===== config.mk =====
export PLATFORM = sky130hd
export DESIGN_NAME = tri_pixel_collector_flat
export DESIGN_NICKNAME = d
export VERILOG_FILES = /design/src/rtl/tri_pkg.sv /design/src/rtl/tri_pixel_collector_if.sv /design/src/rtl/tpc_bitmap.sv /design/src/rtl/tri_pixel_collector.sv /design/src/flat_wrapper.sv
export SDC_FILE = /design/constraint.sdc
export NUM_CORES = 1
export LEC_CHECK = 0
export ABC_AREA = 1
export ABC_CLOCK_PERIOD_IN_PS = 2400
export BUFFER_PORTS_ARGS = -buffer_cell sky130_fd_sc_hd__buf_2
export CAP_MARGIN = 20
export CORE_ASPECT_RATIO = 0.75
export CORE_UTILIZATION = 26
export CTS_CLUSTER_SIZE = 24
export DETAILED_ROUTE_END_ITERATION = 16
export GPL_ROUTABILITY_DRIVEN = 0
export SKIP_CTS_REPAIR_TIMING = 1
export SYNTH_ARGS = -nofsm -noshare
export SYNTH_HDL_FRONTEND = slang
export SYNTH_SLANG_ARGS = --single-unit
export TNS_END_PERCENT = 30

===== constraint.sdc =====
create_clock -name clk -period 2.4 [get_ports clk]
set_input_delay 0.12 -clock clk [delete_from_list [all_inputs] [get_ports clk]]
set_output_delay 0.12 -clock clk [all_outputs]
set_load 0.01 [all_outputs]

===== src/rtl/tri_pkg.sv =====
// Shared types and constants for the triangle pixel collector.
// Holds the coordinate width, the collector state encoding and the row type.
package tri_pkg;

    localparam int TRI_W       = 3;
    localparam int TRI_N       = 1 << TRI_W;
    localparam int TPC_PIX_MAX = TRI_N * TRI_N;

    typedef enum logic [1:0] {
        IDLE    = 2'd0,
        COLLECT = 2'd1,
        DRAIN   = 2'd2
    } tpc_state_t;

    typedef logic [TRI_N-1:0] tpc_row_t;

endpackage


===== src/rtl/tri_pixel_collector_if.sv =====
// Row stream between the collector and its downstream consumer.
// The master (collector) drives valid/idx/data/last; the slave drives ready.
interface tri_pixel_collector_if
    import tri_pkg::*;
#(
    parameter int W = TRI_W
) ();

    logic                row_valid;
    logic                row_ready;
    logic [W-1:0]        row_idx;
    logic [(1<<W)-1:0]   row_data;
    logic                row_last;

    modport master (
        output row_valid,
        output row_idx,
        output row_data,
        output row_last,
        input  row_ready
    );

    modport slave (
        input  row_valid,
        input  row_idx,
        input  row_data,
        input  row_last,
        output row_ready
    );

endinterface


===== src/rtl/tpc_bitmap.sv =====
// Coverage bitmap for the collector: a 2^W x 2^W flop array.
// Supports a synchronous clear, a set-by-(x,y) write, a "bit already set"
// hit flag for the addressed pixel, and a row-read mux for draining.
module tpc_bitmap
    import tri_pkg::*;
#(
    parameter int W = TRI_W
) (
    input  logic                clk,
    input  logic                reset,
    input  logic                i_clear,
    input  logic                i_set,
    input  logic [W-1:0]        i_x,
    input  logic [W-1:0]        i_y,
    input  logic [W-1:0]        i_row_sel,
    output logic                o_hit,
    output logic [(1<<W)-1:0]   o_row_data
);

    localparam int N = 1 << W;

    logic [N-1:0][N-1:0] r_map;

    // Clear and set may coincide: the set lands in the freshly cleared map.
    always_ff @(posedge clk or posedge reset) begin
        if (reset) begin
            r_map <= '0;
        end else begin
            if (i_clear) begin
                r_map <= '0;
            end
            if (i_set) begin
                r_map[i_y][i_x] <= 1'b1;
            end
        end
    end

    // A map being cleared this cycle holds nothing, so it can never report a hit.
    assign o_hit      = !i_clear && r_map[i_y][i_x];
    assign o_row_data = r_map[i_row_sel];

endmodule


===== src/rtl/tri_pixel_collector.sv =====
// Downstream stage of the triangle rasterizer.
// Captures the pixel stream framed by busy_i into an 8x8 coverage bitmap,
// then drains it row by row over a valid/ready stream. accept_o is high only
// while idle so the upstream can hold off the next triangle until the drain ends.
// Optional feature macro: TPC_PIXCNT_EN adds the pix_cnt port and its
// saturating distinct-pixel counter.
module tri_pixel_collector
    import tri_pkg::*;
#(
    parameter int W = TRI_W
) (
    input  logic                         clk,
    input  logic                         reset,
    input  logic                         busy_i,
    input  logic                         po_i,
    input  logic [W-1:0]                 xo_i,
    input  logic [W-1:0]                 yo_i,
    output logic                         accept_o,
    tri_pixel_collector_if.master        row_if,
    output logic                         done,
    output logic                         dup_err
`ifdef TPC_PIXCNT_EN
    ,
    output logic [2*W:0]                 pix_cnt
`endif
);

    localparam int N = 1 << W;

    tpc_state_t         r_state;
    tpc_state_t         w_nextState;
    logic               w_accept;

    logic [W-1:0]       r_rowPtr;
    logic               r_rowValid;
    logic               r_rowLast;
    logic               r_done;
    logic               r_dupErr;

    logic               w_start;
    logic               w_capture;
    logic               w_enterDrain;
    logic               w_hit;
    logic               w_handshake;
    logic               w_finalBeat;
    logic [N-1:0]       w_rowData;

    assign w_start      = (r_state == IDLE) && busy_i;
    assign w_capture    = po_i && (w_start || (r_state == COLLECT));
    assign w_enterDrain = (r_state == COLLECT) && !busy_i;
    assign w_handshake  = r_rowValid && row_if.row_ready;
    assign w_finalBeat  = w_handshake && r_rowLast;

    tpc_bitmap #(
        .W          (W)
    ) u_bitmap (
        .clk        (clk),
        .reset      (reset),
        .i_clear    (w_start),
        .i_set      (w_capture),
        .i_x        (xo_i),
        .i_y        (yo_i),
        .i_row_sel  (r_rowPtr),
        .o_hit      (w_hit),
        .o_row_data (w_rowData)
    );

    // State register for the collect/drain sequencer.
    always_ff @(posedge clk or posedge reset) begin
        if (reset) begin
            r_state <= IDLE;
        end else begin
            r_state <= w_nextState;
        end
    end

    // Next-state decode; accept_o depends on state alone so it has no input path.
    always_comb begin
        w_nextState = r_state;
        w_accept    = 1'b0;
        case (r_state)
            IDLE: begin
                w_accept = 1'b1;
                if (busy_i) begin
                    w_nextState = COLLECT;
                end
            end
            COLLECT: begin
                if (!busy_i) begin
                    w_nextState = DRAIN;
                end
            end
            DRAIN: begin
                if (w_finalBeat) begin
                    w_nextState = IDLE;
                end
            end
            default: begin
                w_nextState = IDLE;
            end
        endcase
    end

    // Row stream: valid rises with the entry into DRAIN and only falls after row 7 transfers.
    always_ff @(posedge clk or posedge reset) begin
        if (reset) begin
            r_rowPtr   <= '0;
            r_rowValid <= 1'b0;
            r_rowLast  <= 1'b0;
            r_done     <= 1'b0;
        end else begin
            r_done <= w_finalBeat;
            if (w_enterDrain) begin
                r_rowPtr   <= '0;
                r_rowValid <= 1'b1;
                r_rowLast  <= 1'b0;
            end else if (w_handshake) begin
                r_rowPtr  <= r_rowPtr + 1'b1;
                r_rowLast <= (r_rowPtr == W'(N-2));
                if (r_rowLast) begin
                    r_rowValid <= 1'b0;
                end
            end
        end
    end

    // Duplicate flag is sticky for the whole triangle and only cleared when the next one starts.
    always_ff @(posedge clk or posedge reset) begin
        if (reset) begin
            r_dupErr <= 1'b0;
        end else if (w_start) begin
            r_dupErr <= 1'b0;
        end else if (w_capture && w_hit) begin
            r_dupErr <= 1'b1;
        end
    end

`ifdef TPC_PIXCNT_EN
    localparam logic [2*W:0] PIX_MAX = (2*W+1)'(N*N);

    logic [2*W:0] r_pixCnt;

    // Counts distinct pixels; a pixel captured on the start cycle seeds the count at one.
    always_ff @(posedge clk or posedge reset) begin
        if (reset) begin
            r_pixCnt <= '0;
        end else if (w_start) begin
            r_pixCnt <= (2*W+1)'(w_capture);
        end else if (w_capture && !w_hit && (r_pixCnt != PIX_MAX)) begin
            r_pixCnt <= r_pixCnt + 1'b1;
        end
    end

    assign pix_cnt = r_pixCnt;
`endif

    assign accept_o         = w_accept;
    assign done             = r_done;
    assign dup_err          = r_dupErr;
    assign row_if.row_valid = r_rowValid;
    assign row_if.row_idx   = r_rowPtr;
    assign row_if.row_data  = w_rowData;
    assign row_if.row_last  = r_rowLast;

endmodule


===== src/flat_wrapper.sv =====
// flat-port wrapper written by rule: the top's interface ports become plain ports
module tri_pixel_collector_flat import tri_pkg::*;
#(
    parameter int W = TRI_W
)
  (clk, reset, busy_i, po_i, xo_i, yo_i, accept_o, done, dup_err, row_if_row_valid, row_if_row_idx, row_if_row_data, row_if_row_last, row_if_row_ready);
  tri_pixel_collector_if #(.W(W)) row_if_i ();
  input  logic clk;
  input  logic reset;
  input  logic busy_i;
  input  logic po_i;
  input  logic [W-1:0] xo_i;
  input  logic [W-1:0] yo_i;
  output logic accept_o;
  output logic done;
  output logic dup_err;
  output wire logic [$bits(row_if_i.row_valid)-1:0] row_if_row_valid;
  output wire logic [$bits(row_if_i.row_idx)-1:0] row_if_row_idx;
  output wire logic [$bits(row_if_i.row_data)-1:0] row_if_row_data;
  output wire logic [$bits(row_if_i.row_last)-1:0] row_if_row_last;
  input wire logic [$bits(row_if_i.row_ready)-1:0] row_if_row_ready;
  assign row_if_row_valid = row_if_i.row_valid;
  assign row_if_row_idx = row_if_i.row_idx;
  assign row_if_row_data = row_if_i.row_data;
  assign row_if_row_last = row_if_i.row_last;
  assign row_if_i.row_ready = row_if_row_ready;
  tri_pixel_collector #(.W(W)) u_core (.clk(clk), .reset(reset), .busy_i(busy_i), .po_i(po_i), .xo_i(xo_i), .yo_i(yo_i), .accept_o(accept_o), .row_if(row_if_i), .done(done), .dup_err(dup_err));
endmodule

==> results.cfg <==
[outcome]
status = completed

[sta]
post-route-min-period_ns = 2.34
max_slew.worst_pin.slew_ns = 0.737
setup_viol = 0
fmax_mhz = 428
slew_headroom_pct = 50.8
rsz0062_at_grt = false
slew_viol_final = 0
fin_crit_sh_pct = 97.3
hold_violations = 0
finalWorstSetupSlack_ns = 0.0643
finClkSkew_ns = 0.00549

[floorplanning]
die_h_um = 108
die_area_um2 = 15500
coreArea_um2 = 14500
io_pins = 27
die_w_um = 143
start_util_pct = 26.8
num_rows = 38

[global_route]
grt_max_degree = 66
grt_antenna_before_repair = 1
track_usage_pct = 16.4
grt_overflow = 0
grt_pass1_wl_um = 18900
first_global_vias = 3429

[synthesis]
synth_area_per_cell_um2 = 7.77
syn_area_um2 = 3890
yosysTopAreaCellShare_pct = 46.9
ys_ff_latch = 73
yosys_warnings = 0
netlist_instances = 501
yosysTopAreaCell = dfrtp_1
synth.area.top_cells = dfrtp_1 (47%), nand2_1 (12%), o22ai_1 (10%), inv_1 (7.3%), nand3_1 (4.2%)
yosysSeqAreaShare_pct = 46.9
syn-num-nets = 514
yosys.cell_types.count = 27

[cells_and_area]
antenna_cells = 0
fin_nets = 537
instances_no_fill = 728
design_area_um2 = 4550
drive_gt1_share_pct = 11.2
layout-area-overhead-vs-synth_pct = 16.9

[clock_network]
clock_latency_ns = 0.34
cts.sink_count = 73
cts_root_buffer = clkbuf_16
numCtsBuffers = 9
cts.clk_slew.worst_paths_ns = 0.06
clock_path_buffers = 2
cts_tree = built
h-tree-depth = 3

[placed_design]
postPlaceCellArea_um2 = 4210
place_ws_ns = 0.170
dpl.hpwl_um = 8250
dp.cells = 710
port_buffers = 26

[worst_setup_path]
critPathArrivalTime_ns = 2.22
reg2reg_slack_ns = 0.55
worstSetupPathType = reg2out
path_max_fanout = 28
crit_path_start_kind = flip-flop
crit_start = u_core.row_if.row_idx[0]$_DFFE_PP0P_
timing.rr.start = u_core.row_if.row_idx[0]$_DFFE_PP0P_
cp-end-kind = output port
worst-r2r-cell-count = 3
cp.required_ns = 2.28
r2r-end = u_core.row_if.row_idx[1]$_DFFE_PP0P_

[power]
powerDensity_nw_per_um2 = 947
vdd_drop_max_v = 0.000318
p_leak_nw = 2.14

[min_path]
min_from = busy_i
hold_class = in2reg
hold_path_depth = 2
hold_path_end = u_core.r_state[0]$_DFFE_PP0P_

[drt]
wl_um = 12100
antenna_left = 0
drcViolationCount = 0
drt_iter0_markers = 447
via_per_inst = 5.16
vias = 3759
first_pass_iters = 5
wl_per_cell_um = 16.6

[flow_run]
max_cap_viol_count = 0
==> critical path: stages, from the launching register on <==
cell,delay (ns)
dfrtp_1,0.58
buf_12,0.26
o21ai_0,0.38
a221oi_1,0.17
a31oi_1,0.29
buf_2,0.19
==> routing by layer <==
layer / track usage, % / vias up / wire [µm]
met1: 24.2 / 1798 / 5670
met3: 5.80 / 18 / 1350
met2: 22.0 / 196 / 4880
li1: - / 1747 / -
met5: 0 / - / 0
met4: 4.64 / 0 / 163
==> state kept, by name, indices dropped and copies added (netlist names) <==
register / flops
u_core.dup_err: 1
u_core.u_bitmap.r_map: 64
u_core.row_if.row_idx: 3
u_core.row_if.row_last: 1
u_core.r_state: 2
u_core.row_if.row_valid: 1
u_core.done: 1
==> kinds of logic after synthesis <==
kind of cell | share of synthesized area, %
AND/OR/NAND/NOR | 18.5
buffers and inverters | 11.2
adder cells (fa/ha/maj) | 0.643
AO/OA/AOI/OAI | 22.8
flip-flops | 46.9
==> power by group <==
| part | internal (mW) | switching [mW] |
|---|---|---|
| Sequential | 1.32 | 0.0881 |
| Combinational | 0.474 | 1.01 |
| Clock | 0.910 | 0.502 |
==> worst max-delay path by stage <==
stage	endpoint	depth (start not counted)
2_1_floorplan	u_core.done$_DFF_PP0_	1
3_3_place_gp	row_if_row_data[7]	5
3_5_place_dp	row_if_row_data[7]	5
4_1_cts	row_if_row_data[7]	5
5_1_grt	row_if_row_data[7]	6
6_report	row_if_row_data[7]	5
==> cell usage after synthesis <==
cell type and count:
buf_4 1, nand3_1 33, o211ai_1 1, buf_2 11, a211oi_1 1, inv_2 3, o31ai_1 2, buf_1 1
a21oi_1 26, a221oi_1 8, a21boi_0 1, clkinv_1 2, o21ai_1 8, nor2_2 1, o22ai_1 64, nor2_1 6
nor2_4 2, clkbuf_1 8, a31oi_1 8, ha_1 2, dfrtp_1 73, nand2_1 122, nor3_1 9, inv_1 76
a21boi_4 1, o21ai_0 28, buf_6 3
==> final cells by class <==
type | count | area (µm²)
Fill cell | 1563 | 10000
Timing Repair Buffer | 35 | 213
Sequential cell | 73 | 1830
Clock buffer | 13 | 280
Inverter | 81 | 308
Timing Repair inverter | 1 | 7.51
Tap cell | 200 | 250
Multi-Input combinational cell | 323 | 1630
Clock inverter | 2 | 35.0
==> metrics by stage <==
| stage | hold WS [ns] | TNS (ns) | total power [mW] | util [%] |
|---|---|---|---|---|
| 2_1_floorplan | 0.269 | 0 | 2.36 | - |
| 3_3_place_gp | 0.229 | 0 | 2.82 | 28.9 |
| 3_5_place_dp | 0.240 | 0 | 2.84 | 28.9 |
| 4_1_cts | -0.118 | -0.995 | 4.25 | 31.1 |
| 5_1_grt | 0.0625 | 0 | 4.53 | 31.3 |
| 6_report | 0.0602 | 0 | 4.31 | 31.3 |
==> cell usage in the layout (no fill, tap or decap), types with 4 or more instances in the layout <==
cell       count
nand2_1      122
inv_1         74
dfrtp_1       73
o22ai_1       64
nand3_1       33
o21ai_0       28
a21oi_1       26
buf_2         26
nor3_1         9
clkbuf_16      9
a221oi_1       8
a31oi_1        8
o21ai_1        8
buf_4          7
nor2_1         6
inv_2          4
clkbuf_8       4
Note: power is estimated with default switching activity, not from simulation.
